## src/rtl/log_sched_pkg.sv

```systemverilog
// Shared sizing, FSM states and lane geometry for the river-log spawn scheduler.
package log_sched_pkg;

   localparam int unsigned NUM_LANES     = 5;
   localparam int unsigned LOGS_PER_LANE = 3;
   localparam int unsigned NUM_LOGS      = NUM_LANES * LOGS_PER_LANE;
   localparam int unsigned BASE_GAP      = 8;
   localparam int unsigned LANE_Y0       = 64;
   localparam int unsigned LANE_PITCH    = 32;
   localparam int unsigned X_LEFT        = 0;
   localparam int unsigned X_RIGHT       = 448;
   localparam int unsigned X_PRIME       = 200;

   localparam int unsigned LANE_W = 3;
   localparam int unsigned SLOT_W = 4;
   localparam int unsigned KW     = 2;
   localparam int unsigned CNT_W  = 5;
   localparam int unsigned XY_W   = 9;
   localparam int unsigned RND_W  = 4;

   typedef enum logic [1:0] {
      ST_IDLE  = 2'd0,
      ST_PRIME = 2'd1,
      ST_RUN   = 2'd2,
      ST_FLUSH = 2'd3
   } state_t;

   function automatic logic [XY_W-1:0] lane_y(input logic [LANE_W-1:0] lane);
      return XY_W'(LANE_Y0 + 32'(lane) * LANE_PITCH);
   endfunction

   // Even lanes enter from the left edge, odd lanes from the right.
   function automatic logic [XY_W-1:0] lane_x(input logic [LANE_W-1:0] lane);
      return lane[0] ? XY_W'(X_RIGHT) : XY_W'(X_LEFT);
   endfunction

   function automatic logic [SLOT_W-1:0] slot_of(input logic [LANE_W-1:0] lane,
                                                 input logic [KW-1:0]     k);
      return SLOT_W'(32'(lane) * LOGS_PER_LANE + 32'(k));
   endfunction

endpackage

```

## src/rtl/lane_rr_arbiter.sv

```systemverilog
// Combinational round-robin pick: first requesting lane at or after the pointer.
module lane_rr_arbiter
   import log_sched_pkg::*;
(
   input  logic [NUM_LANES-1:0] i_req,
   input  logic [LANE_W-1:0]    i_ptr,
   output logic                 o_grant_valid_c,
   output logic [LANE_W-1:0]    o_grant_idx_c
);

   int unsigned w_idx;

   // Walk offsets from farthest to nearest so the nearest requester wins.
   always_comb begin
      o_grant_valid_c = 1'b0;
      o_grant_idx_c   = '0;
      w_idx           = 0;
      for (int off = NUM_LANES - 1; off >= 0; off--) begin
         w_idx = (32'(i_ptr) + 32'(off)) % NUM_LANES;
         if (i_req[w_idx]) begin
            o_grant_valid_c = 1'b1;
            o_grant_idx_c   = LANE_W'(w_idx);
         end
      end
   end

endmodule

```

## src/rtl/log_spawn_scheduler.sv

```systemverilog
// Decides when each river-log slot is enabled and which start X/Y it loads:
// per-lane spawn countdowns feeding a one-grant-per-clock round-robin arbiter.
module log_spawn_scheduler
   import log_sched_pkg::*;
(
   input  logic                               CLK,
   input  logic                               RESET,
   input  logic                               start,
   input  logic                               stop,
   input  logic                               timer_done,
   input  logic [RND_W-1:0]                   random_0_15,
   input  logic [NUM_LOGS-1:0]                log_exited,
   output logic [NUM_LOGS-1:0]                enable,
   output logic [NUM_LOGS-1:0][XY_W-1:0]      start_offsetY,
   output logic [NUM_LOGS-1:0][XY_W-1:0]      start_offsetX,
   output logic                               spawn_pulse,
   output logic [SLOT_W-1:0]                  spawn_slot,
   output logic                               busy
);

   state_t                          r_state, w_state_nxt;
   logic [LANE_W-1:0]               r_lane_idx, w_lane_nxt;
   logic [LANE_W-1:0]               r_rr, w_rr_nxt;
   logic [NUM_LANES-1:0][CNT_W-1:0] r_cnt, w_cnt_nxt;
   logic [NUM_LOGS-1:0]             r_enable, w_en_nxt;
   logic [NUM_LOGS-1:0][XY_W-1:0]   r_offx, w_offx_nxt, r_offy, w_offy_nxt;
   logic                            r_pulse, w_pulse_nxt, r_busy;
   logic [SLOT_W-1:0]               r_slot, w_slot_nxt;

   logic [NUM_LANES-1:0]            w_has_free, w_req;
   logic [NUM_LANES-1:0][KW-1:0]    w_free_k;
   logic                            w_gnt_valid;
   logic [LANE_W-1:0]               w_gnt_idx;
   logic                            w_do_spawn;
   logic [LANE_W-1:0]               w_sp_lane;
   logic [SLOT_W-1:0]               w_sp_slot;
   logic [XY_W-1:0]                 w_sp_x;

   // Lowest free slot per lane; exits this cycle are not yet visible here.
   always_comb begin
      for (int l = 0; l < NUM_LANES; l++) begin
         w_has_free[l] = 1'b0;
         w_free_k[l]   = '0;
         for (int k = LOGS_PER_LANE - 1; k >= 0; k--) begin
            if (!r_enable[l*LOGS_PER_LANE + k]) begin
               w_has_free[l] = 1'b1;
               w_free_k[l]   = KW'(k);
            end
         end
         w_req[l] = w_has_free[l] && (r_cnt[l] == '0);
      end
   end

   lane_rr_arbiter u_arb (
      .i_req           (w_req),
      .i_ptr           (r_rr),
      .o_grant_valid_c (w_gnt_valid),
      .o_grant_idx_c   (w_gnt_idx)
   );

   always_comb begin
      w_state_nxt = r_state;
      w_lane_nxt  = r_lane_idx;
      w_rr_nxt    = r_rr;
      w_cnt_nxt   = r_cnt;
      w_en_nxt    = r_enable;
      w_offx_nxt  = r_offx;
      w_offy_nxt  = r_offy;
      w_pulse_nxt = 1'b0;
      w_slot_nxt  = r_slot;
      w_do_spawn  = 1'b0;
      w_sp_lane   = '0;
      w_sp_slot   = '0;
      w_sp_x      = '0;

      if (r_state != ST_IDLE) w_en_nxt = r_enable & ~log_exited;

      case (r_state)
         ST_IDLE: begin
            if (start && !stop) begin
               w_state_nxt = ST_PRIME;
               w_lane_nxt  = '0;
            end
         end
         ST_PRIME: begin
            if (stop) begin
               w_state_nxt = ST_FLUSH;
            end else begin
               w_do_spawn = 1'b1;
               w_sp_lane  = r_lane_idx;
               w_sp_slot  = slot_of(r_lane_idx, KW'(0));
               w_sp_x     = XY_W'(X_PRIME);
               w_cnt_nxt[r_lane_idx] = CNT_W'(BASE_GAP) + CNT_W'(r_lane_idx);
               if (r_lane_idx == LANE_W'(NUM_LANES - 1)) w_state_nxt = ST_RUN;
               else                                       w_lane_nxt  = r_lane_idx + LANE_W'(1);
            end
         end
         ST_RUN: begin
            if (stop) begin
               w_state_nxt = ST_FLUSH;
            end else begin
               if (timer_done) begin
                  for (int l = 0; l < NUM_LANES; l++)
                     if (r_cnt[l] != '0) w_cnt_nxt[l] = r_cnt[l] - CNT_W'(1);
               end
               // A spawn reload overrides the tick decrement on the same lane.
               if (w_gnt_valid) begin
                  w_do_spawn = 1'b1;
                  w_sp_lane  = w_gnt_idx;
                  w_sp_slot  = slot_of(w_gnt_idx, w_free_k[w_gnt_idx]);
                  w_sp_x     = lane_x(w_gnt_idx);
                  w_cnt_nxt[w_gnt_idx] = CNT_W'(BASE_GAP) + CNT_W'(random_0_15);
                  w_rr_nxt = (w_gnt_idx == LANE_W'(NUM_LANES - 1)) ? '0
                                                                   : w_gnt_idx + LANE_W'(1);
               end
            end
         end
         ST_FLUSH: begin
            w_en_nxt    = '0;
            w_cnt_nxt   = '0;
            w_state_nxt = ST_IDLE;
         end
         default: w_state_nxt = ST_IDLE;
      endcase

      if (w_do_spawn) begin
         w_en_nxt[w_sp_slot]   = 1'b1;
         w_offx_nxt[w_sp_slot] = w_sp_x;
         w_offy_nxt[w_sp_slot] = lane_y(w_sp_lane);
         w_pulse_nxt           = 1'b1;
         w_slot_nxt            = w_sp_slot;
      end
   end

   always_ff @(posedge CLK or posedge RESET) begin
      if (RESET) begin
         r_state    <= ST_IDLE;
         r_lane_idx <= '0;
         r_rr       <= '0;
         r_cnt      <= '0;
         r_enable   <= '0;
         r_offx     <= '0;
         r_offy     <= '0;
         r_pulse    <= 1'b0;
         r_slot     <= '0;
         r_busy     <= 1'b0;
      end else begin
         r_state    <= w_state_nxt;
         r_lane_idx <= w_lane_nxt;
         r_rr       <= w_rr_nxt;
         r_cnt      <= w_cnt_nxt;
         r_enable   <= w_en_nxt;
         r_offx     <= w_offx_nxt;
         r_offy     <= w_offy_nxt;
         r_pulse    <= w_pulse_nxt;
         r_slot     <= w_slot_nxt;
         r_busy     <= (w_state_nxt != ST_IDLE);
      end
   end

   assign enable        = r_enable;
   assign start_offsetX = r_offx;
   assign start_offsetY = r_offy;
   assign spawn_pulse   = r_pulse;
   assign spawn_slot    = r_slot;
   assign busy          = r_busy;

endmodule

```

## config.mk

```make
export PLATFORM = sky130hd
export DESIGN_NAME = log_spawn_scheduler
export DESIGN_NICKNAME = d
export VERILOG_FILES = /design/src/rtl/log_sched_pkg.sv /design/src/rtl/lane_rr_arbiter.sv /design/src/rtl/log_spawn_scheduler.sv
export SDC_FILE = /design/constraint.sdc
export NUM_CORES = 1
export LEC_CHECK = 0
export CAP_MARGIN = 5
export CORE_MARGIN = 3
export CORE_UTILIZATION = 49
export DETAILED_ROUTE_END_ITERATION = 10
export PLACE_DENSITY = 0.84
export SYNTH_ARGS = -nofsm -noshare
export SYNTH_HDL_FRONTEND = slang
export SYNTH_SLANG_ARGS = --single-unit
export TNS_END_PERCENT = 5
```

## constraint.sdc

```tcl
create_clock -name CLK -period 9.8 [get_ports CLK]
set_input_delay 2.94 -clock CLK [delete_from_list [all_inputs] [get_ports CLK]]
set_output_delay 2.94 -clock CLK [all_outputs]
set_load 0.005 [all_outputs]
```

# Word-level counts from Yosys, hierarchy flattened
# Cells that the tools add are included.
# W data, S select, Z words.
[word_totals] ff_bits=324 latchBits=0 mem_bits_rw=0 rom_bits=0 inputBits=24 output_inout_bits=291 wordCells=223 n_memories=0
[classes] n_addsub=15 n_mul=2 div_mod_pow=5 magnitude_cmp=11 eq_ne=9 shift=0 muxes=107 bitwise_logic=4 reduce_logical=28
[op_table] cell="$bwmux W135" n=2
[op_table] cell="$lt A32 B4 Y1 const B" n=5
[op_table] cell="$mux W25" n=6
[op_table] cell="$mod A32 B3 Y32 const B" n=4
[op_table] cell="$pmux W25 S3" n=1
[op_table] cell="$bwmux W25" n=2
[op_table] cell="$mux W15" n=3
[op_table] cell="$mux W2" n=20
[op_table] cell="$demux W9 S4" n=1
[op_table] cell="$mux W3" n=12
[op_table] cell="$mux W9" n=4
[op_table] cell="$mux W5" n=7
[op_table] cell="$mod A3 B3 Y32 const B" n=1
[op_table] cell="$demux W5 S3" n=2
[op_table] cell="$mux W1" n=30
[op_table] cell="$logic_not A5 Y1" n=5
[op_table] cell="$reduce_bool A5 Y1" n=5
[op_table] cell="$sub A5 B1 Y5 const B" n=5
[op_table] cell="$pmux W9 S2" n=1
[op_table] cell="$and A15 B15 Y15" n=1
[op_table] cell="$bmux W1 S3" n=5
[op_table] cell="$not A15 Y15" n=1
[op_table] cell="$or A15 B15 Y15" n=1
[op_table] cell="$mux W4" n=3
[op_table] cell="other kinds (32)" n=54

# Depth between registers and ports, before layout
[logic_depth] depth_word=23 ltp_mapped=36 ltp_nobuf=32

# By module
# From an unflattened synthesis, not the netlist that was laid out.
[unflattened] cells_unflattened=1101 hier_area_um2=10979.3
[modules_own_cells] module="log_spawn_scheduler" instances=1 cells_each=870 area_per_inst_um2=9252.6 seq_area_each_um2=3978.8
[modules_own_cells] module="lane_rr_arbiter" instances=1 cells_each=231 area_per_inst_um2=1726.7 seq_area_each_um2=0.0

# Worst setup path before layout
# Ideal clock, no wire load.
[synth_timing] path_type="register to register" startpoint="register r_rr[0]" endpoint="register r_offx, in the netlist start_offsetX[120]" setup_time_ns=0.128 arrival_ns=7.409 required_time_ns=9.672 setup_slack_ns=2.263 path_stages_with_launch=36 n_path_buf=4 synth_period_minus_slack_ns=7.537 cell_sequence="dfrtp_1 buf_2 inv_1 ha_1 inv_1 ha_1 buf_2 inv_1 ha_1 nor3_1 or3_1 and2_1 inv_1 ha_1 nor2b_1 o221ai_1 a21oi_2 mux2i_1 or3_1 nand4b_1 a32oi_2 clkbuf_1 nand4b_1 o31ai_1 a21oi_1 o21ai_0 fa_1 ha_1 inv_1 fa_1 o21ai_1 nand3b_1 nor2_1 and2_1 buf_4 mux2_1"
[synth_via] elab_chain_cells=20 word_cells_on_any_way=48 cone_classes="add/sub: 5; mul: 1; div: 5; order compare: 2; mux: 34; reduce/logical: 1"
[synth_lines] element="start: declaration" line_no="log_spawn_scheduler.sv:23" text="logic [LANE_W-1:0] r_rr, w_rr_nxt;"
[synth_lines] element="start signal: assignment" line_no="log_spawn_scheduler.sv:150" text="r_rr <= w_rr_nxt;"
[synth_lines] element="branches (longest 20 deep; another with $mod A32 B3 Y32)"
[synth_lines] element="end signal: assignment" line_no="log_spawn_scheduler.sv:153" text="r_offx <= w_offx_nxt;"
[synth_lines] element="end: declaration" line_no="log_spawn_scheduler.sv:26" text="logic [NUM_LOGS-1:0][XY_W-1:0] r_offx, w_offx_nxt, r_offy, w_offy_nxt;"
# Parallel ways; which one is timed is not known. The select of a mux whose other input is x is not followed.
# A chain may end at the register's enable or synchronous reset.

# Worst setup path in the final report
[layout_timing] startpoint="register r_rr[1]" endpoint="register r_offx, in the netlist start_offsetX[124]"
# The elaborated chain is that of the path after synthesis.

==> qor.yml <==
status: "finished clean"
setup_ws_ns: 1.20
final_common_cell: "clkdlybuf4s50_1"
post_cts_buffers: 0
synth-main-ff-cell: "dfrtp_1"
ir_drop_uv: 201
cts_buffer_depth: 2
p_seq_frac: 0.246
netlist_top_cells_area: "dfrtp_1 37%, buf_4 12%, mux2_2 7.9%"
antenna_cells: 0
dieHeight_um: 154
clockPowerShare: 0.174
ys_types: 86
synth_xor_area_frac: 0.00884
ctsRootBufferMaster: "clkbuf_16"
grt_max_degree: 82
remaining_drc_errors: 0
synth.largest_area_cell: "dfrtp_1"
finalCritPeriodShare: 0.878
via_count: 8445
p_per_area_nw_per_um2: 290
synth_area_um2: 10800
area_growth_pct: 16.3
max-slew-margin-rel: 0.343
routed_wl_um: 29000
place.gp.congestion: 0.933
switching_share: 0.473
combPwrFrac: 0.579
crit_fanout: 15
maxCapViolations: 0
synth_compound_area_frac: 0.144
arrival_ns: 8.92
yosysSeqAreaShare: 0.370
critPathTopFamily: "adder cells"
critPathRequiredTime_ns: 10.12
slowest_stage: "a32oi_2"
hp-class: "reg2reg"
worst_pin_slew_ns: 0.985
worst-path-buf-inv: 5
die_w_um: 154
fmax_mhz: 116
avgViaCountPerCell: 5.54
htreeDepth: 4
fin_tns_setup_ns: 0
fin_skew_ns: 0.0152
final-max-slew-violation-count: 0
finalSetupViolCount: 0
critPathKind: "reg2reg"
drive_gt1_frac: 0.133
period_needed_ns: 8.60
syn_inst: 1100
path_clk_slew_ns: 0.07
fillers: 1708
grt_antenna_before_repair: 0
hold_buffers: 0
initial_utilization: 0.505
dp_hpwl_um: 20800
hold_violations: 0
port_buffers: 164
dieArea_um2: 23800
place_ws_ns: 1.36
critPathMaxStageDelay_ns: 0.70
core_area_um2: 21300
clkSinkCount: 159
drt_first_iter_violations: 632
ios: 315
synth-edff-count: 0
overflow: 0
grt_pass1_vias: 8250
fin_nets: 1307
grt_use_total: 0.239
async_reset_ff_frac: 1.00
switching_power_mw: 1.71
ys_ff_latch: 159
tritoncts: "done"
dr.pass1.iters: 5
start_kind: "flop"
grt_pass1_wl_um: 45500
ant_nets: 0
synth_top_area_frac: 0.370
cp-end-kind: "flop"
synth_fa_ha_area_frac: 0.0579
cts_buffers: 17
cts_resized: 0
avgSynthCellArea_um2: 9.78
final_cell_mix: "164 x clkdlybuf4s50_1, 159 x dfrtp_1, 150 x conb_1, 77 x nand2_1, 75 x mux2_2"
synth-simple-area-share: 0.139
yosys_warnings: 0
wl_per_cell_um: 19.0
internal_power_mw: 1.91
rsz0062_at_grt: "no"
muxShareOfSynthArea: 0.128
rows: 53
insertion_delay_ns: 0.45
p_leak_nw: 5.93
synth_top_family_by_area: "buffers and inverters"
==> sequential cells by signal (all words and copies together) (netlist names) <==
signal,cells
r_rr,3
start_offsetX,45
spawn_slot,4
r_lane_idx,3
r_state,2
enable,15
spawn_pulse,1
busy,1
start_offsetY,60
r_cnt,25
==> logic make-up (layout without fill, tap and decap cells) <==
kind of cell,Yosys count,after routing
flops,159,159
other cells,1,150
mux,124,124
buf+inv,261,260
simple gates,282,282
xor+xnor,10,10
compound gates,215,215
fa+ha+maj,48,48
==> synthesized netlist by cell type, drive strengths merged (6+ instances only) <==
| library cell | n |
|---|---|
| mux2 | 102 |
| nand3 | 23 |
| o31ai | 10 |
| dfrtp | 159 |
| inv | 57 |
| and3 | 7 |
| a31oi | 11 |
| a32oi | 7 |
| o21ai | 33 |
| nor3 | 38 |
| mux2i | 21 |
| clkbuf | 25 |
| ha | 45 |
| o211ai | 17 |
| nand2 | 79 |
| nor2 | 57 |
| a21oi | 59 |
| buf | 179 |
| nand4 | 6 |
| a32o | 6 |
| o22ai | 9 |
| nand4b | 6 |
| xnor2 | 9 |
| a31o | 9 |
| a21o | 12 |
| nor2b | 16 |
| nand2b | 7 |
| and2 | 11 |
==> final timing paths <==
| path | startpoint | end | slack (ns) | cells past startpoint |
|---|---|---|---|---|
| worst max-delay path | r_rr[1] | start_offsetX[124] | 1.20 | 31 |
| worst min-delay path | start_offsetY[50] | start_offsetY[50] | 0.48 | 1 |
| worst min register to register | start_offsetY[50] | start_offsetY[50] | 0.48 | 1 |
| worst max register to register | r_rr[1] | start_offsetX[124] | 1.20 | 31 |
| min in group asynchronous | RESET | start_offsetY[6] | 3.02 | 2 |
| max in group asynchronous | RESET | r_cnt[4] | 5.29 | 3 |
==> layer usage <==
metal	global-route usage	share of wire	wire [um]	vias up
met3	0.0782	0.099	2870	69
met5	0	0	0	-
met1	0.283	0.38	11100	4083
met4	0.0908	0.033	944	0
li1	-	-	-	3853
met2	0.404	0.49	14100	440
==> per-stage QoR <==
step	instance area (um2)	std cells	util	hold WS, ns	power (mW)
after floorplan	11300	1249	-	0.467	2.47
after global placement	12000	1491	0.562	0.461	2.92
after detailed placement	12000	1491	0.562	0.465	2.96
after CTS	12500	1523	0.588	0.487	3.61
after global routing	12500	1523	0.588	0.517	3.90
final	12500	1523	0.588	0.484	3.63
==> layout make-up <==
class	count	area [um2]	share of cell area
Inverter	57	219	0.0175
Tap cell	275	344	0.0275
Clock buffer	18	429	0.0343
Sequential cell	159	3980	0.318
Multi-Input combinational cell	829	5720	0.457
Clock inverter	14	124	0.00990
Timing Repair Buffer	171	1690	0.135
==> power groups by stage <==
stage          clock [mW]  sequential (mW)  combinational (mW)
6_report            0.633            0.893                2.10
5_1_grt             0.665            0.909                2.33
4_1_cts             0.636            0.889                2.08
3_5_place_dp            0            0.898                2.06
3_3_place_gp            0            0.893                2.03
2_1_floorplan           0            0.871                1.60
(Power assumes the default switching activity.)
